$ cat src/rtl/paddle_if.sv
`default_nettype none
// +----------------------------------------------------------------------+
// | paddle_if : frame strobe, button and position bundle for a paddle   |
// | Rev 1.0                                                              |
// +----------------------------------------------------------------------+
interface paddle_if;
   logic       frame_tick;
   logic       btn_up;
   logic       btn_down;
   logic       freeze;
   logic [9:0] paddle_y;
   logic       moving_up;
   logic       moving_dn;
   logic       at_top;
   logic       at_bottom;

   modport master (
      output frame_tick, btn_up, btn_down, freeze,
      input  paddle_y, moving_up, moving_dn, at_top, at_bottom
   );

   modport slave (
      input  frame_tick, btn_up, btn_down, freeze,
      output paddle_y, moving_up, moving_dn, at_top, at_bottom
   );
endinterface
`default_nettype wire

$ cat src/rtl/paddle_controller.sv
`default_nettype none
// +----------------------------------------------------------------------+
// | paddle_controller : button-driven paddle with per-frame acceleration |
// | Rev 1.0                                                              |
// +----------------------------------------------------------------------+
module paddle_controller #(
   parameter int unsigned SCREEN_H    = 480,
   parameter int unsigned PADDLE_H    = 80,
   parameter int unsigned INIT_Y      = 200,
   parameter int unsigned STEP_SLOW   = 2,
   parameter int unsigned STEP_FAST   = 6,
   parameter int unsigned HOLD_FRAMES = 16
) (
   input  logic     clk,
   input  logic     rst_n,
   paddle_if.slave  bus
);

   typedef enum logic [1:0] {
      IDLE    = 2'd0,
      MOVE_UP = 2'd1,
      MOVE_DN = 2'd2
   } state_t;

   localparam logic [10:0] c_max_y     = 11'(SCREEN_H - PADDLE_H);
   localparam logic [9:0]  c_init_y    = 10'(INIT_Y);
   localparam logic [10:0] c_step_slow = 11'(STEP_SLOW);
   localparam logic [10:0] c_step_fast = 11'(STEP_FAST);
   localparam logic [4:0]  c_hold_max  = 5'(HOLD_FRAMES);

   logic       up_meta_q, up_s_q;
   logic       dn_meta_q, dn_s_q;
   state_t     state_q, state_d;
   logic [4:0] hold_q, hold_d;
   logic [9:0] paddle_y_q, paddle_y_d;

   logic [10:0] y_ext_w;
   logic [10:0] step_w;
   logic [10:0] y_next_w;

   // Buttons are asynchronous levels; only the second flop feeds logic.
   always_ff @(posedge clk or negedge rst_n) begin
      if (!rst_n) begin
         up_meta_q <= 1'b0;
         up_s_q    <= 1'b0;
         dn_meta_q <= 1'b0;
         dn_s_q    <= 1'b0;
      end else begin
         up_meta_q <= bus.btn_up;
         up_s_q    <= up_meta_q;
         dn_meta_q <= bus.btn_down;
         dn_s_q    <= dn_meta_q;
      end
   end

   always_ff @(posedge clk or negedge rst_n) begin
      if (!rst_n) begin
         state_q    <= IDLE;
         hold_q     <= 5'd0;
         paddle_y_q <= c_init_y;
      end else begin
         state_q    <= state_d;
         hold_q     <= hold_d;
         paddle_y_q <= paddle_y_d;
      end
   end

   always_comb begin
      state_d = IDLE;
      if (!bus.freeze) begin
         case ({up_s_q, dn_s_q})
            2'b10:   state_d = MOVE_UP;
            2'b01:   state_d = MOVE_DN;
            default: state_d = IDLE;
         endcase
      end
   end

   // Any direction change, including a straight reversal, restarts at the slow step.
   always_comb begin
      hold_d = hold_q;
      if (bus.freeze || (state_q == IDLE) || (state_d != state_q)) begin
         hold_d = 5'd0;
      end else if (bus.frame_tick && (hold_q < c_hold_max)) begin
         hold_d = hold_q + 5'd1;
      end
   end

   assign y_ext_w = {1'b0, paddle_y_q};
   assign step_w  = (hold_q < c_hold_max) ? c_step_slow : c_step_fast;

   always_comb begin
      y_next_w = y_ext_w;
      if (bus.frame_tick && !bus.freeze) begin
         case (state_q)
            MOVE_UP: y_next_w = (y_ext_w < step_w) ? 11'd0 : (y_ext_w - step_w);
            MOVE_DN: y_next_w = y_ext_w + step_w;
            default: y_next_w = y_ext_w;
         endcase
      end
   end

   // The 11-bit sum can exceed the bottom limit but never 10 bits' worth of wrap.
   always_comb begin
      paddle_y_d = y_next_w[9:0];
      if (y_next_w > c_max_y) begin
         paddle_y_d = c_max_y[9:0];
      end
   end

   assign bus.paddle_y  = paddle_y_q;
   assign bus.moving_up = (state_q == MOVE_UP);
   assign bus.moving_dn = (state_q == MOVE_DN);
   assign bus.at_top    = (paddle_y_q == 10'd0);
   assign bus.at_bottom = (y_ext_w == c_max_y);

endmodule
`default_nettype wire
$ cat src/flat_wrapper.sv
// flat-port wrapper written by rule: the top's interface ports become plain ports
module paddle_controller_flat 
#(
   parameter int unsigned SCREEN_H    = 480,
   parameter int unsigned PADDLE_H    = 80,
   parameter int unsigned INIT_Y      = 200,
   parameter int unsigned STEP_SLOW   = 2,
   parameter int unsigned STEP_FAST   = 6,
   parameter int unsigned HOLD_FRAMES = 16
)
  (clk, rst_n, bus_frame_tick, bus_btn_up, bus_btn_down, bus_freeze, bus_paddle_y, bus_moving_up, bus_moving_dn, bus_at_top, bus_at_bottom);
  paddle_if bus_i ();
  input  logic clk;
  input  logic rst_n;
  input wire logic [$bits(bus_i.frame_tick)-1:0] bus_frame_tick;
  input wire logic [$bits(bus_i.btn_up)-1:0] bus_btn_up;
  input wire logic [$bits(bus_i.btn_down)-1:0] bus_btn_down;
  input wire logic [$bits(bus_i.freeze)-1:0] bus_freeze;
  output wire logic [$bits(bus_i.paddle_y)-1:0] bus_paddle_y;
  output wire logic [$bits(bus_i.moving_up)-1:0] bus_moving_up;
  output wire logic [$bits(bus_i.moving_dn)-1:0] bus_moving_dn;
  output wire logic [$bits(bus_i.at_top)-1:0] bus_at_top;
  output wire logic [$bits(bus_i.at_bottom)-1:0] bus_at_bottom;
  assign bus_i.frame_tick = bus_frame_tick;
  assign bus_i.btn_up = bus_btn_up;
  assign bus_i.btn_down = bus_btn_down;
  assign bus_i.freeze = bus_freeze;
  assign bus_paddle_y = bus_i.paddle_y;
  assign bus_moving_up = bus_i.moving_up;
  assign bus_moving_dn = bus_i.moving_dn;
  assign bus_at_top = bus_i.at_top;
  assign bus_at_bottom = bus_i.at_bottom;
  paddle_controller #(.SCREEN_H(SCREEN_H), .PADDLE_H(PADDLE_H), .INIT_Y(INIT_Y), .STEP_SLOW(STEP_SLOW), .STEP_FAST(STEP_FAST), .HOLD_FRAMES(HOLD_FRAMES)) u_core (.clk(clk), .rst_n(rst_n), .bus(bus_i));
endmodule
$ cat config.mk
export PLATFORM = sky130hd
export DESIGN_NAME = paddle_controller_flat
export DESIGN_NICKNAME = d
export VERILOG_FILES = /design/src/rtl/paddle_if.sv /design/src/rtl/paddle_controller.sv /design/src/flat_wrapper.sv
export SDC_FILE = /design/constraint.sdc
export NUM_CORES = 1
export LEC_CHECK = 0
export ABC_AREA = 1
export CELL_PAD_IN_SITES_DETAIL_PLACEMENT = 1
export CELL_PAD_IN_SITES_GLOBAL_PLACEMENT = 2
export CORE_ASPECT_RATIO = 2
export CORE_MARGIN = 10
export CORE_UTILIZATION = 39
export CTS_CLUSTER_DIAMETER = 120
export DETAILED_ROUTE_END_ITERATION = 7
export DONT_BUFFER_PORTS = 1
export PLACE_DENSITY_LB_ADDON = 0.1
export SYNTH_ARGS = -nofsm -noshare
export SYNTH_HDL_FRONTEND = slang
export SYNTH_SLANG_ARGS = --single-unit
$ cat constraint.sdc
create_clock -name clk -period 6.5 [get_ports clk]
set_input_delay 0.65 -clock clk [delete_from_list [all_inputs] [get_ports clk]]
set_output_delay 0.65 -clock clk [all_outputs]
set_load 0.03 [all_outputs]
==> results.json <==
{
  "antenna_found_initial": 0,
  "grt_overflow": 0,
  "power.switching_w": 0.00007790,
  "switching_share_pct": 28.91,
  "synth.mux.area_fraction_pct": 0,
  "yosysSeqAreaShare_pct": 33.39,
  "nets": 229,
  "clkPwrFrac_pct": 31.4,
  "wirelength_um": 4469,
  "internal-power_w": 0.0001915,
  "vias": 1414,
  "syn_nets": 225,
  "numPortBuffers": 0,
  "routedWlPerCell_um": 16.86,
  "total_power_w": 0.0002694,
  "area_growth_pct": 6.393,
  "fmax_mhz": 376.5,
  "critPathKind": "register to output port",
  "cp.arrival_ps": 2010,
  "setup_ws_ps": 3844,
  "fin_crit_ps": 2656,
  "die_w_um": 65.08,
  "synth.area.top_cells": "dfrtp_1, nand2_1, nand3_1, nor2_1, dfstp_2",
  "synth.avg_cell_area_um2": 7.513,
  "regToRegSetupSlack_ps": 3910,
  "syn_area_mm2": 0.001585,
  "clockBufferDepth": 2,
  "place.gp.congestion": 0.8202,
  "die_area_mm2": 0.007170,
  "synth_top_family_by_area": "simple AND/OR/NAND/NOR gates",
  "drive_above_1_share_pct": 20.09,
  "drc": 0,
  "cts_hold_buf": 0,
  "grt.total_usage_pct": 13.49,
  "cts_tree": "done",
  "combPwrFrac_pct": 15.8,
  "whs_ps": 76.75,
  "grt_pass1_wl_um": 7610,
  "worst-path-max-fanout": 8,
  "rows": 32,
  "maxSlewHeadroom_pct": 36.33,
  "setup_viol": 0,
  "h-tree-depth": 1,
  "hold_violations": 0,
  "worst_pin_slew_ps": 947.8,
  "drtIter0Drc": 37,
  "clock_skew_ps": 4.552,
  "cts_buffers": 3,
  "rsz0062_at_grt": "false",
  "hold_class": "input port to asynchronous set/reset pin",
  "vdd.ir_drop.worst_mv": 0.2069,
  "synth-compound-area-share_pct": 8.366,
  "nFillCells": 510,
  "synthAdderAreaFrac_pct": 7.261,
  "synth_top_area_cell": "dfrtp_1",
  "period_share_pct": 40.86,
  "worst_setup_hold_path_clk_slew_ps": 80,
  "fp.coreArea_mm2": 0.003884,
  "end_kind": "output port",
  "status": "completed",
  "clk-insertion-delay-late_ps": 260,
  "dpl_cell_area_mm2": 0.001642,
  "synth_seq_cells": 21,
  "antenna_left": 0,
  "power.density_mw_per_mm2": 159.8,
  "multi_input_area_um2": 933.4,
  "post_cts_buffers": 0,
  "dr.pass1.iters": 4,
  "yosysWarnings": 0,
  "start_util_pct": 40.82,
  "pwr-share-seq_pct": 52.8,
  "die_y_um": 110.2,
  "final_max_slew_viol_count": 0,
  "clock_sinks": 21,
  "finalInstanceArea_mm2": 0.001687,
  "cts-root-buf": "clkbuf_8",
  "cp-start-kind": "register",
  "postCtsResizedCells": 0,
  "leakagePower_nw": 0.7551,
  "dpl_worst_slack_ps": 3858,
  "syn_inst": 211,
  "rr_worst_depth": 13,
  "grt_max_degree": 22,
  "setup_tns_ps": 0,
  "maxCapViolations": 0,
  "synthXorXnorAreaFrac_pct": 3.315,
  "synth-simple-area-share_pct": 39.70,
  "dp_hpwl_um": 3820,
  "ys_types": 32,
  "required_ps": 5850,
  "r2r-end": "u_core.bus.paddle_y[0]$_DFF_PN0_",
  "io_pins": 20,
  "regArea_um2": 529.3,
  "worst_r2r_startpoint": "u_core.bus.paddle_y[1]$_DFF_PN0_",
  "first_global_vias": 1556,
  "synth_top_area_share_pct": 28.41,
  "viasPerCell": 5.336,
  "num_antenna_cells": 0
}
-- power groups by stage --
stage          Combinational (W)  Sequential [W]  Clock (W)
2_1_floorplan          0.0000340        0.000143          0
3_3_place_gp           0.0000426        0.000145          0
6_report               0.0000427        0.000142  0.0000846
5_1_grt                0.0000479        0.000143  0.0000926
3_5_place_dp           0.0000434        0.000145          0
4_1_cts                0.0000436        0.000142  0.0000874
-- state kept, by name, summed over array words and instances (netlist names) --
signal,flops
u_core.up_s_q,1
u_core.up_meta_q,1
u_core.bus.paddle_y,10
u_core.dn_s_q,1
u_core.state_q,2
u_core.dn_meta_q,1
u_core.hold_q,5
-- worst max path at each step --
stage                                                 from                               end
final                     u_core.bus.paddle_y[4]$_DFF_PN0_                        bus_at_top
after global routing      u_core.bus.paddle_y[1]$_DFF_PN0_  u_core.bus.paddle_y[0]$_DFF_PN0_
after CTS                 u_core.bus.paddle_y[4]$_DFF_PN0_                        bus_at_top
after detailed placement  u_core.bus.paddle_y[1]$_DFF_PN0_  u_core.bus.paddle_y[0]$_DFF_PN0_
after global placement    u_core.bus.paddle_y[1]$_DFF_PN0_  u_core.bus.paddle_y[0]$_DFF_PN0_
after floorplan           u_core.bus.paddle_y[7]$_DFF_PN1_                     bus_at_bottom
-- stage by stage --
stage | std cells | util (%)
CTS | 265 | 43.43
floorplan | 211 | -
global route | 265 | 43.43
detailed placement | 261 | 42.27
global placement | 261 | 42.27
finish | 265 | 43.43
-- placed cells by master (no fill, tap or decap), types with 2 or more instances in the layout --
master    instances
nand2_1          38
nand4_1           4
nand2_4           4
inv_2             7
ha_1              6
clkbuf_8          3
a21oi_4           2
nand3_1          26
nor2_4            2
xor2_1            5
fa_1              2
o21ai_0           6
o21ai_1           4
dfrtp_1          18
a21oi_1           6
clkinv_2          2
inv_1            18
nor2_1           28
nand3b_1          2
dfstp_2           3
nor2_2            6
nor3_1            2
nand2_2          10
-- routing by layer --
layer,up-vias,track usage (%),part of all wire (%)
met5,-,0,0
met4,0,5.538,2.8
met3,10,3.134,4.9
met2,32,27.48,59
met1,692,12.00,33
li1,680,-,-
-- cells in the mapped netlist --
master    instances
a41oi_1           1
a21oi_4           2
nand4_1           4
conb_1            1
nand3_2           1
nor3_1            2
dfstp_2           3
nand3b_1          2
xor2_1            5
ha_1              6
nor2_2            6
inv_1            18
buf_6             1
nor2_4            2
clkinv_2          2
nand2_4           4
inv_2             7
nand2_2          10
dfrtp_1          18
nand2_1          38
o21ai_0           6
xnor2_1           1
a21oi_1           6
o21ai_1           4
nand3_1          26
clkbuf_1          1
nand3_4           1
nor2_1           28
o21bai_2          1
nor4_1            1
fa_1              2
clkinv_1          1
-- cells by family after synthesis --
| group | Yosys count |
|---|---|
| xor gates and xnor gates | 6 |
| adders and majority gates | 8 |
| AOI/OAI and AO/OA | 20 |
| buffers and inverters | 30 |
| DFF | 21 |
| other | 1 |
| and+or+nand+nor | 125 |
-- worst max-delay path: stages, from the launching register on --
cell     delay (ps)
dfrtp_1         600
nor2_1          230
nand3_1         130
nor3_1          790
-- area by class of cell --
class	count	area share [%]
multi-input combinational	160	55.34
sequential	21	31.38
inverter	28	6.380
tap	51	3.783
clock buffer	4	2.671
timing repair buffer	1	0.4451
(Power assumes the default switching activity.)
